File: config.mk
export PLATFORM = sky130hd
export DESIGN_NAME = uart_tx_fifo
export DESIGN_NICKNAME = d
export VERILOG_FILES = /design/src/rtl/uart_pkg.sv /design/src/rtl/byte_fifo.sv /design/src/rtl/uart_tx_fifo.sv
export SDC_FILE = /design/constraint.sdc
export NUM_CORES = 1
export LEC_CHECK = 0
export ABC_AREA = 1
export CORE_MARGIN = 3
export CORE_UTILIZATION = 29
export CTS_BUF_LIST = sky130_fd_sc_hd__clkbuf_16
export CTS_CLUSTER_DIAMETER = 200
export CTS_CLUSTER_SIZE = 20
export DETAILED_ROUTE_END_ITERATION = 8
export SYNTH_ARGS = -nofsm -noshare
export SYNTH_HDL_FRONTEND = slang
export SYNTH_SLANG_ARGS = --single-unit
export TNS_END_PERCENT = 30
File: constraint.sdc
create_clock -name clk -period 5.58 [get_ports clk]
set_input_delay 1.395 -clock clk [delete_from_list [all_inputs] [get_ports clk]]
set_output_delay 1.395 -clock clk [all_outputs]
set_load 0.005 [all_outputs]
File: src/rtl/uart_pkg.sv
// -----------------------------------------------------------------------------
// uart_pkg
// Shared types and constants for the UART byte path (TX side today, RX later).
//   tx_state_t : transmitter FSM state encoding
//   START_BIT  : line level of the start bit
//   STOP_BIT   : line level of the stop bit (also the idle level)
//   DATA_BITS  : data bits per frame
// -----------------------------------------------------------------------------
package uart_pkg;

  typedef enum logic [2:0] {
    IDLE   = 3'd0,
    START  = 3'd1,
    DATA   = 3'd2,
    PARITY = 3'd3,
    STOP   = 3'd4
  } tx_state_t;

  localparam logic START_BIT = 1'b0;
  localparam logic STOP_BIT  = 1'b1;
  localparam int   DATA_BITS = 8;

endpackage

File: src/rtl/byte_fifo.sv
// -----------------------------------------------------------------------------
// byte_fifo
// Byte-wide synchronous FIFO, 2**DEPTH_LOG2 entries, first-word-fall-through:
// the head byte is visible on pop_data whenever empty is low.
// Ports:
//   clk, rstn        : clock, asynchronous active-low reset (pointers only)
//   push, push_data  : write push_data at the tail on the edge (ignored if full)
//   pop              : advance the head on the edge (ignored if empty)
//   pop_data         : current head byte
//   full, empty      : occupancy flags, derived from the registered pointers
//   count            : number of stored bytes (0..2**DEPTH_LOG2)
// -----------------------------------------------------------------------------
module byte_fifo #(
  parameter int DEPTH_LOG2 = 4
) (
  input  logic                  clk,
  input  logic                  rstn,
  input  logic                  push,
  input  logic [7:0]            push_data,
  input  logic                  pop,
  output logic [7:0]            pop_data,
  output logic                  full,
  output logic                  empty,
  output logic [DEPTH_LOG2:0]   count
);

  localparam int DEPTH = 1 << DEPTH_LOG2;
  localparam logic [DEPTH_LOG2:0] PTR_ONE = 1;

  logic [7:0]          mem [DEPTH];
  // Pointers carry one extra wrap bit so full and empty are distinguishable.
  logic [DEPTH_LOG2:0] head;
  logic [DEPTH_LOG2:0] tail;
  logic                do_push;
  logic                do_pop;

  assign do_push  = push && !full;
  assign do_pop   = pop && !empty;
  assign count    = tail - head;
  assign empty    = (tail == head);
  assign full     = (tail[DEPTH_LOG2-1:0] == head[DEPTH_LOG2-1:0]) &&
                    (tail[DEPTH_LOG2] != head[DEPTH_LOG2]);
  assign pop_data = mem[head[DEPTH_LOG2-1:0]];

  always_ff @(posedge clk or negedge rstn) begin
    if (!rstn) begin
      head <= '0;
      tail <= '0;
    end else begin
      if (do_push) tail <= tail + PTR_ONE;
      if (do_pop)  head <= head + PTR_ONE;
    end
  end

  // Storage needs no reset: an entry is only read after it has been written.
  always_ff @(posedge clk) begin
    if (do_push) mem[tail[DEPTH_LOG2-1:0]] <= push_data;
  end

endmodule

File: src/rtl/uart_tx_fifo.sv
// -----------------------------------------------------------------------------
// uart_tx_fifo
// Transmit end of the UART byte path: buffers bytes from the core and
// serializes them onto txd as start / 8 data bits LSB first / [parity] / stop.
// Build option: define UART_TX_PARITY_EN to insert an even-parity bit between
// the last data bit and the stop bit (11-bit frames instead of 10).
// Ports:
//   clk      : system clock, rising edge
//   rstn     : asynchronous active-low reset (drops buffered bytes, txd -> 1)
//   txdata   : byte from the core
//   txwrite  : push strobe for txdata
//   txfull   : buffer full; the core must hold its store while high
//   txbusy   : bytes buffered, frame in progress, or stop bit still on the line
//   txcount  : bytes buffered, not counting the frame on the wire
//   overflow : sticky, set when txwrite arrives while txfull is high
//   txd      : serial output, idle high, driven from a flop
// Handshake: txwrite is a single-cycle strobe with no ready return; the byte
// is taken on the edge when txwrite is high and the registered txfull is low,
// otherwise it is dropped and overflow latches.
// -----------------------------------------------------------------------------
module uart_tx_fifo
  import uart_pkg::*;
#(
  parameter int CLK_PER_BIT = 868,
  parameter int DEPTH_LOG2  = 4
) (
  input  logic                  clk,
  input  logic                  rstn,
  input  logic [7:0]            txdata,
  input  logic                  txwrite,
  output logic                  txfull,
  output logic                  txbusy,
  output logic [DEPTH_LOG2:0]   txcount,
  output logic                  overflow,
  output logic                  txd
);

  localparam logic [15:0] BAUD_LAST = 16'(CLK_PER_BIT - 1);
  localparam logic [2:0]  LAST_BIT  = 3'(DATA_BITS - 1);

  tx_state_t   state;
  tx_state_t   next_state;

  logic [7:0]  fifo_data;
  logic        fifo_full;
  logic        fifo_empty;
  logic        pop;

  logic [15:0] baud_cnt;
  logic        baud_done;
  logic [2:0]  bit_cnt;
  logic        bit_advance;
  logic        state_entry;
  logic [7:0]  shift_q;
  logic        txd_next;
  logic        txd_q;
  logic        line_busy_q;
  logic        overflow_q;
`ifdef UART_TX_PARITY_EN
  logic        parity_q;
`endif

  byte_fifo #(
    .DEPTH_LOG2 (DEPTH_LOG2)
  ) u_fifo (
    .clk       (clk),
    .rstn      (rstn),
    .push      (txwrite),
    .push_data (txdata),
    .pop       (pop),
    .pop_data  (fifo_data),
    .full      (fifo_full),
    .empty     (fifo_empty),
    .count     (txcount)
  );

  assign baud_done = (baud_cnt == BAUD_LAST);

  // ---------------------------------------------------------------- state reg
  always_ff @(posedge clk or negedge rstn) begin
    if (!rstn) state <= IDLE;
    else       state <= next_state;
  end

  // --------------------------------------------------------------- next state
  always_comb begin
    next_state = state;
    case (state)
      IDLE:   if (!fifo_empty) next_state = START;
      START:  if (baud_done) next_state = DATA;
      DATA: begin
        if (baud_done && (bit_cnt == LAST_BIT)) begin
`ifdef UART_TX_PARITY_EN
          next_state = PARITY;
`else
          next_state = STOP;
`endif
        end
      end
      PARITY: if (baud_done) next_state = STOP;
      // Chain straight into the next frame when a byte is already waiting.
      STOP:   if (baud_done) next_state = fifo_empty ? IDLE : START;
      default: next_state = IDLE;
    endcase
  end

  // ------------------------------------------------------------------ outputs
  always_comb begin
    pop         = 1'b0;
    bit_advance = 1'b0;
    txd_next    = STOP_BIT;
    case (state)
      IDLE: begin
        pop      = !fifo_empty;
        txd_next = STOP_BIT;
      end
      START: txd_next = START_BIT;
      DATA: begin
        txd_next    = shift_q[0];
        bit_advance = baud_done;
      end
      PARITY: begin
`ifdef UART_TX_PARITY_EN
        txd_next = parity_q;
`else
        txd_next = STOP_BIT;
`endif
      end
      STOP: begin
        pop      = baud_done && !fifo_empty;
        txd_next = STOP_BIT;
      end
      default: txd_next = STOP_BIT;
    endcase
  end

  assign state_entry = (next_state != state);

  // ------------------------------------------------------------ datapath regs
  always_ff @(posedge clk or negedge rstn) begin
    if (!rstn) begin
      baud_cnt    <= '0;
      bit_cnt     <= '0;
      shift_q     <= '0;
      txd_q       <= STOP_BIT;
      line_busy_q <= 1'b0;
      overflow_q  <= 1'b0;
    end else begin
      if (state == IDLE || state_entry || baud_done) baud_cnt <= '0;
      else                                           baud_cnt <= baud_cnt + 16'd1;

      if (state_entry)      bit_cnt <= '0;
      else if (bit_advance) bit_cnt <= bit_cnt + 3'd1;

      if (pop)              shift_q <= fifo_data;
      else if (bit_advance) shift_q <= {1'b0, shift_q[7:1]};

      // txd lags the state by one cycle; line_busy_q tracks that lag so
      // txbusy stays high until the stop bit has fully left the pin.
      txd_q       <= txd_next;
      line_busy_q <= (state != IDLE);

      if (txwrite && fifo_full) overflow_q <= 1'b1;
    end
  end

`ifdef UART_TX_PARITY_EN
  always_ff @(posedge clk or negedge rstn) begin
    if (!rstn)    parity_q <= 1'b0;
    else if (pop) parity_q <= ^fifo_data;
  end
`endif

  assign txd      = txd_q;
  assign txfull   = fifo_full;
  assign overflow = overflow_q;
  assign txbusy   = (state != IDLE) || !fifo_empty || line_busy_q;

endmodule

* Word level (Yosys, flattened, before mapping) *
Memories as Yosys holds them, arrays and structs flattened.
Cells that the tools add are included.
W data, S select, Z words.

storage, ports and cells
  memories kept = 1
  RAM bits = 128
  logic and storage cells = 58
  register bits after elaboration = 43
  output and inout bits = 9
  input bits = 11

cells by class
  $add $sub $neg = 5
  multiplexer cells = 17
  equal/unequal tests = 10
  reductions and logical operators = 16

memory list
  name        depth  width  read ports  clocked after memory_dff  wr ports  line             RTL
  u_fifo.mem  16     8      1           0                         1         byte_fifo.sv:30  logic [7:0] mem [DEPTH];

operator list
  operator                 count
  $mux W3                  7
  $add A16 B1 Y16 const B  1
  $eq A16 B10 Y1 const B   1
  $mux W16                 1
  $mux W8                  2
  $pmux W3 S5              1
  $add A5 B1 Y5 const B    2
  $eq A3 B2 Y1 const B     2
  $eq A3 B3 Y1 const B     2
  $logic_and A1 B1 Y1      6
  $eq A5 B5 Y1             1
  $sub A5 B5 Y5            1
  $eq A4 B4 Y1             1
  $logic_or A1 B1 Y1       4
  $mux W1                  4
  $pmux W1 S2              2
  $reduce_bool A2 Y1       2
  $add A3 B1 Y3 const B    1
  $eq A3 B1 Y1 const B     1
  $logic_not A3 Y1         1
  $ne A3 B3 Y1             1
  $reduce_bool A3 Y1       1
  $logic_not A1 Y1         2
  $ne A1 B1 Y1             1

* Depth between registers and ports, before layout *
  depth in word-level cells = 8
  depth in mapped cells = 14
  depth with buffers taken out = 13

* Cells and area by module *
From an unflattened synthesis, not the netlist that was laid out.

unflattened totals
  cells, all modules = 888
  area total of the unflattened synthesis = 8338.0 um^2

modules (own cells, without submodules)
  module        area an instance (um^2)  cells an instance  instances
  byte_fifo     6391.1                   657                1
  uart_tx_fifo  1946.9                   231                1

* Worst setup path before layout *
No wires, ideal clock.

  path type = reg2out
  from = reg u_fifo.head[2]
  to = out txbusy
  cell stages (with the launch flop) = 7
  data required time = 4.185 ns
  arrival = 1.576 ns
  path slack = 2.609 ns
  buffers on the path = 0
  cells stage by stage = dfrtp_1 > clkinv_1 > ha_1 > nand2_1 > nor2_1 > nand2_1 > or3_1

between the ends
  longest elaborated chain between the ends = 4

RTL lines
  what                              line                 RTL
  from (decl)                       byte_fifo.sv:32      logic [DEPTH_LOG2:0] head;
  from (signal assigned)            byte_fifo.sv:51      if (do_pop) head <= head + PTR_ONE;
  $eq A5 B5 Y1                      byte_fifo.sv:40      assign empty = (tail == head);
  $logic_not A1 Y1                  uart_tx_fifo.sv:177  assign txbusy = (state != IDLE) || !fifo_empty || line_busy_q;
  $logic_or A1 B1 Y1 (2 in series)  uart_tx_fifo.sv:177
  to (decl)                         uart_tx_fifo.sv:32   output logic txbusy,

Every way passes these cells.

* Worst setup path in the final report *
Ends and elaborated chain as after synthesis.

==> reports/metrics.yaml <==
placement:
  place_hpwl_um: 10500
  gp_routability_congestion: 0.838
  numPortBuffers: 19
  placed_cells: 1005
flow_run:
  cap_violations: 0
clock_tree:
  cts_sinks: 171
  ctsHoldBuffers: 0
  clk_pin_slew_ps: 70
  clk_latency_ps: 420
  cts-root-buf: "clkbuf_16"
  cts_buffers: 17
  htreeDepth: 4
  postCtsSetupRepairBufs: 0
  cts_tree: "built"
  ctsLongestPathBuffers: 2
  cts_resized: 0
route:
  first_iter_violations: 510
  wl_per_cell_um: 16.0
  postRouteAntennaNets: 0
  remaining_drc_errors: 0
  vias: 4878
  wl_um: 16600
  drt_first_pass_iters: 7
  via_per_inst: 4.70
hold_path:
  hold_start: "baud_cnt[0]$_DFF_PN0_"
  hp-class: "reg2reg"
  holdPathStages: 1
  min_to: "baud_cnt[0]$_DFF_PN0_"
final_layout:
  n_fill_cell: 2495
  final_cells: 1037
  fin_nets: 718
  post_route_cells_drive_above_1_share_pct: 9.90
  syn_to_final_growth_pct: 14.7
  antennaDiodeCount: 0
die:
  die_h_um: 167
  start_util_pct: 29.7
  die_w_um: 167
  pin_count: 20
  rows: 58
  dieArea_um2: 27900
  core_um2: 25300
grt:
  gr-total-overflow: 0
  antenna_found_initial: 0
  grt_usage_pct: 12.1
  grt_first_pass_wirelength_um: 26300
  grt_max_degree: 69
  grt_pass1_vias: 4767
timing:
  drv_slew: 0
  finalSetupViolCount: 0
  finalSetupTns_ps: 0
  fmax_mhz: 221
  fin_crit_ps: 4530
  finClkSkew_ps: 9.26
  final.period_utilization_pct: 81.2
  grt_setup_unrepaired: "no"
  slew_headroom_pct: 30.8
  tightest_slew_ps: 1040
  hold_viol_final: 0
yosys:
  synth_area_um2: 7520
  ys_seq_area_share_pct: 65.5
  yosys-top-cells-area: "edfxtp_1 51%, dfrtp_1 14%, nor2_1 6.0%"
  syn_inst: 679
  synth_nets: 703
  synth_top_area_cell: "edfxtp_1"
  synth_seq_cells: 171
  avgSynthCellArea_um2: 11.1
  synth_cell_types: 42
  synth_top_area_share_pct: 51.1
  ys_warn_count: 0
power_and_ir_drop:
  power.leakage_nw: 3.09
  powerDensity_nw_per_um2: 366
  ir_drop_v: 0.000259
critical_path:
  reg2reg_slack_ps: 2290
  crit_path_end_kind: "output pin"
  r2r_cells: 9
  reg2reg_to: "u_fifo.mem[0][4]$_DFFE_PP_"
  worstSetupStartpointType: "flop"
  crit_type: "reg2out"
  r2r_start: "u_fifo.head[2]$_DFFE_PN0P_"
  cp_max_fo: 13
  cp.required_ps: 4180
  crit_arrival_ps: 3140
status:
  status: "finished, final reports clean"
[sequential cells by signal (all words and copies together) (netlist names)]
signal,cells
baud_cnt,16
line_busy_q,1
bit_cnt,3
txd,1
overflow,1
shift_q,8
state,3
u_fifo.head,5
u_fifo.tail,5
u_fifo.mem,128
[critical path, cell delays in order (launching register included)]
cell and delay (ps):
dfrtp_1 620, clkinv_1 450, ha_1 490, nand2_1 80
nor2_1 190, nand2_1 110, or3_1 320, clkdlybuf4s50_1 450
[synth_stat cells, drive strengths merged]
master and n:
nor2 135, o211ai 15, o21ai 78, and3 1
nand2 91, or3 1, fa 1, a21oi 14
buf 12, nand4 12, ha 12, nand3b 1
clkbuf 14, edfxtp 128, clkinv 2, xor2 22
nor3 5, a22oi 4, nand3 19, xnor2 3
a22o 1, nor4 1, a31o 1, dfstp 1
inv 48, dfrtp 42, o22ai 15
[area by class of cell]
type	instances	area, um2	area share (%)
flip-flops and latches	171	4920	57.1
multi-input cells	432	2280	26.4
repair buffers	22	208	2.41
clock buffers	17	425	4.93
well taps	330	413	4.79
inverters	50	189	2.19
clock inverters	15	188	2.18
[cells in the final DEF (no fill, tap or decap), drive strengths merged]
cell           count
nand4             12
inv               56
edfxtp           128
nor3               5
a22o               1
o21ai             78
clkinvlp           2
nand3b             1
ha                12
fa                 1
buf                4
clkinv             4
nand2             91
a22oi              4
nor2             135
xor2              22
a31o               1
o211ai            15
and3               1
a21oi             14
xnor2              3
dfrtp             42
or3                1
dfstp              1
nand3             19
bufinv             3
nor4               1
clkdlybuf4s50     18
o22ai             15
clkbuf            17
[cells by family (layout without fill, tap and decap cells)]
logic type / after synthesis / after routing / synth area share, %
compound gates: 128 / 128 / 9.65
xor+xnor: 25 / 25 / 2.91
flops: 171 / 171 / 65.5
fa+ha+maj: 13 / 13 / 2.26
buf+inv: 76 / 104 / 4.24
simple gates: 266 / 266 / 15.5
[routing by layer]
layer | vias up | share of wire, % | GRT usage, %
li1 | 2379 | - | -
met1 | 2361 | 47 | 16.6
met2 | 124 | 46 | 19.0
met3 | 14 | 6.6 | 3.28
met4 | 0 | 0.98 | 3.26
met5 | - | 0 | 0
[where the power goes]
| group | switching, mW | internal, mW |
|---|---|---|
| clock network | 0.514 | 0.716 |
| registers | 0.0400 | 1.49 |
| logic | 0.240 | 0.158 |
| total | 0.794 | 2.36 |
[stage by stage]
| stage | worst slack [ps] | hold WS [ps] | area (um2) | utilization (%) | power, mW |
|---|---|---|---|---|---|
| 2_1_floorplan | 2610 | 425 | 7520 | - | 1.76 |
| 3_3_place_gp | 1610 | 446 | 8010 | 31.6 | 1.95 |
| 3_5_place_dp | 1510 | 453 | 8010 | 31.6 | 1.95 |
| 4_1_cts | 1040 | 461 | 8620 | 34.0 | 3.18 |
| 5_1_grt | 819 | 470 | 8620 | 34.0 | 3.28 |
| 6_report | 1050 | 457 | 8620 | 34.0 | 3.15 |
[worst max-delay path by stage]
stage                               start     end  slack [ps]  depth (start not counted)
2_1_floorplan  u_fifo.head[2]$_DFFE_PN0P_  txbusy        2610                          6
3_3_place_gp   u_fifo.head[2]$_DFFE_PN0P_  txbusy        1610                          7
3_5_place_dp   u_fifo.head[2]$_DFFE_PN0P_  txbusy        1510                          7
4_1_cts        u_fifo.head[2]$_DFFE_PN0P_  txbusy        1040                          7
5_1_grt        u_fifo.head[2]$_DFFE_PN0P_  txbusy         820                          7
6_report       u_fifo.head[2]$_DFFE_PN0P_  txbusy        1050                          7
Power figures use the tool's default switching activity.
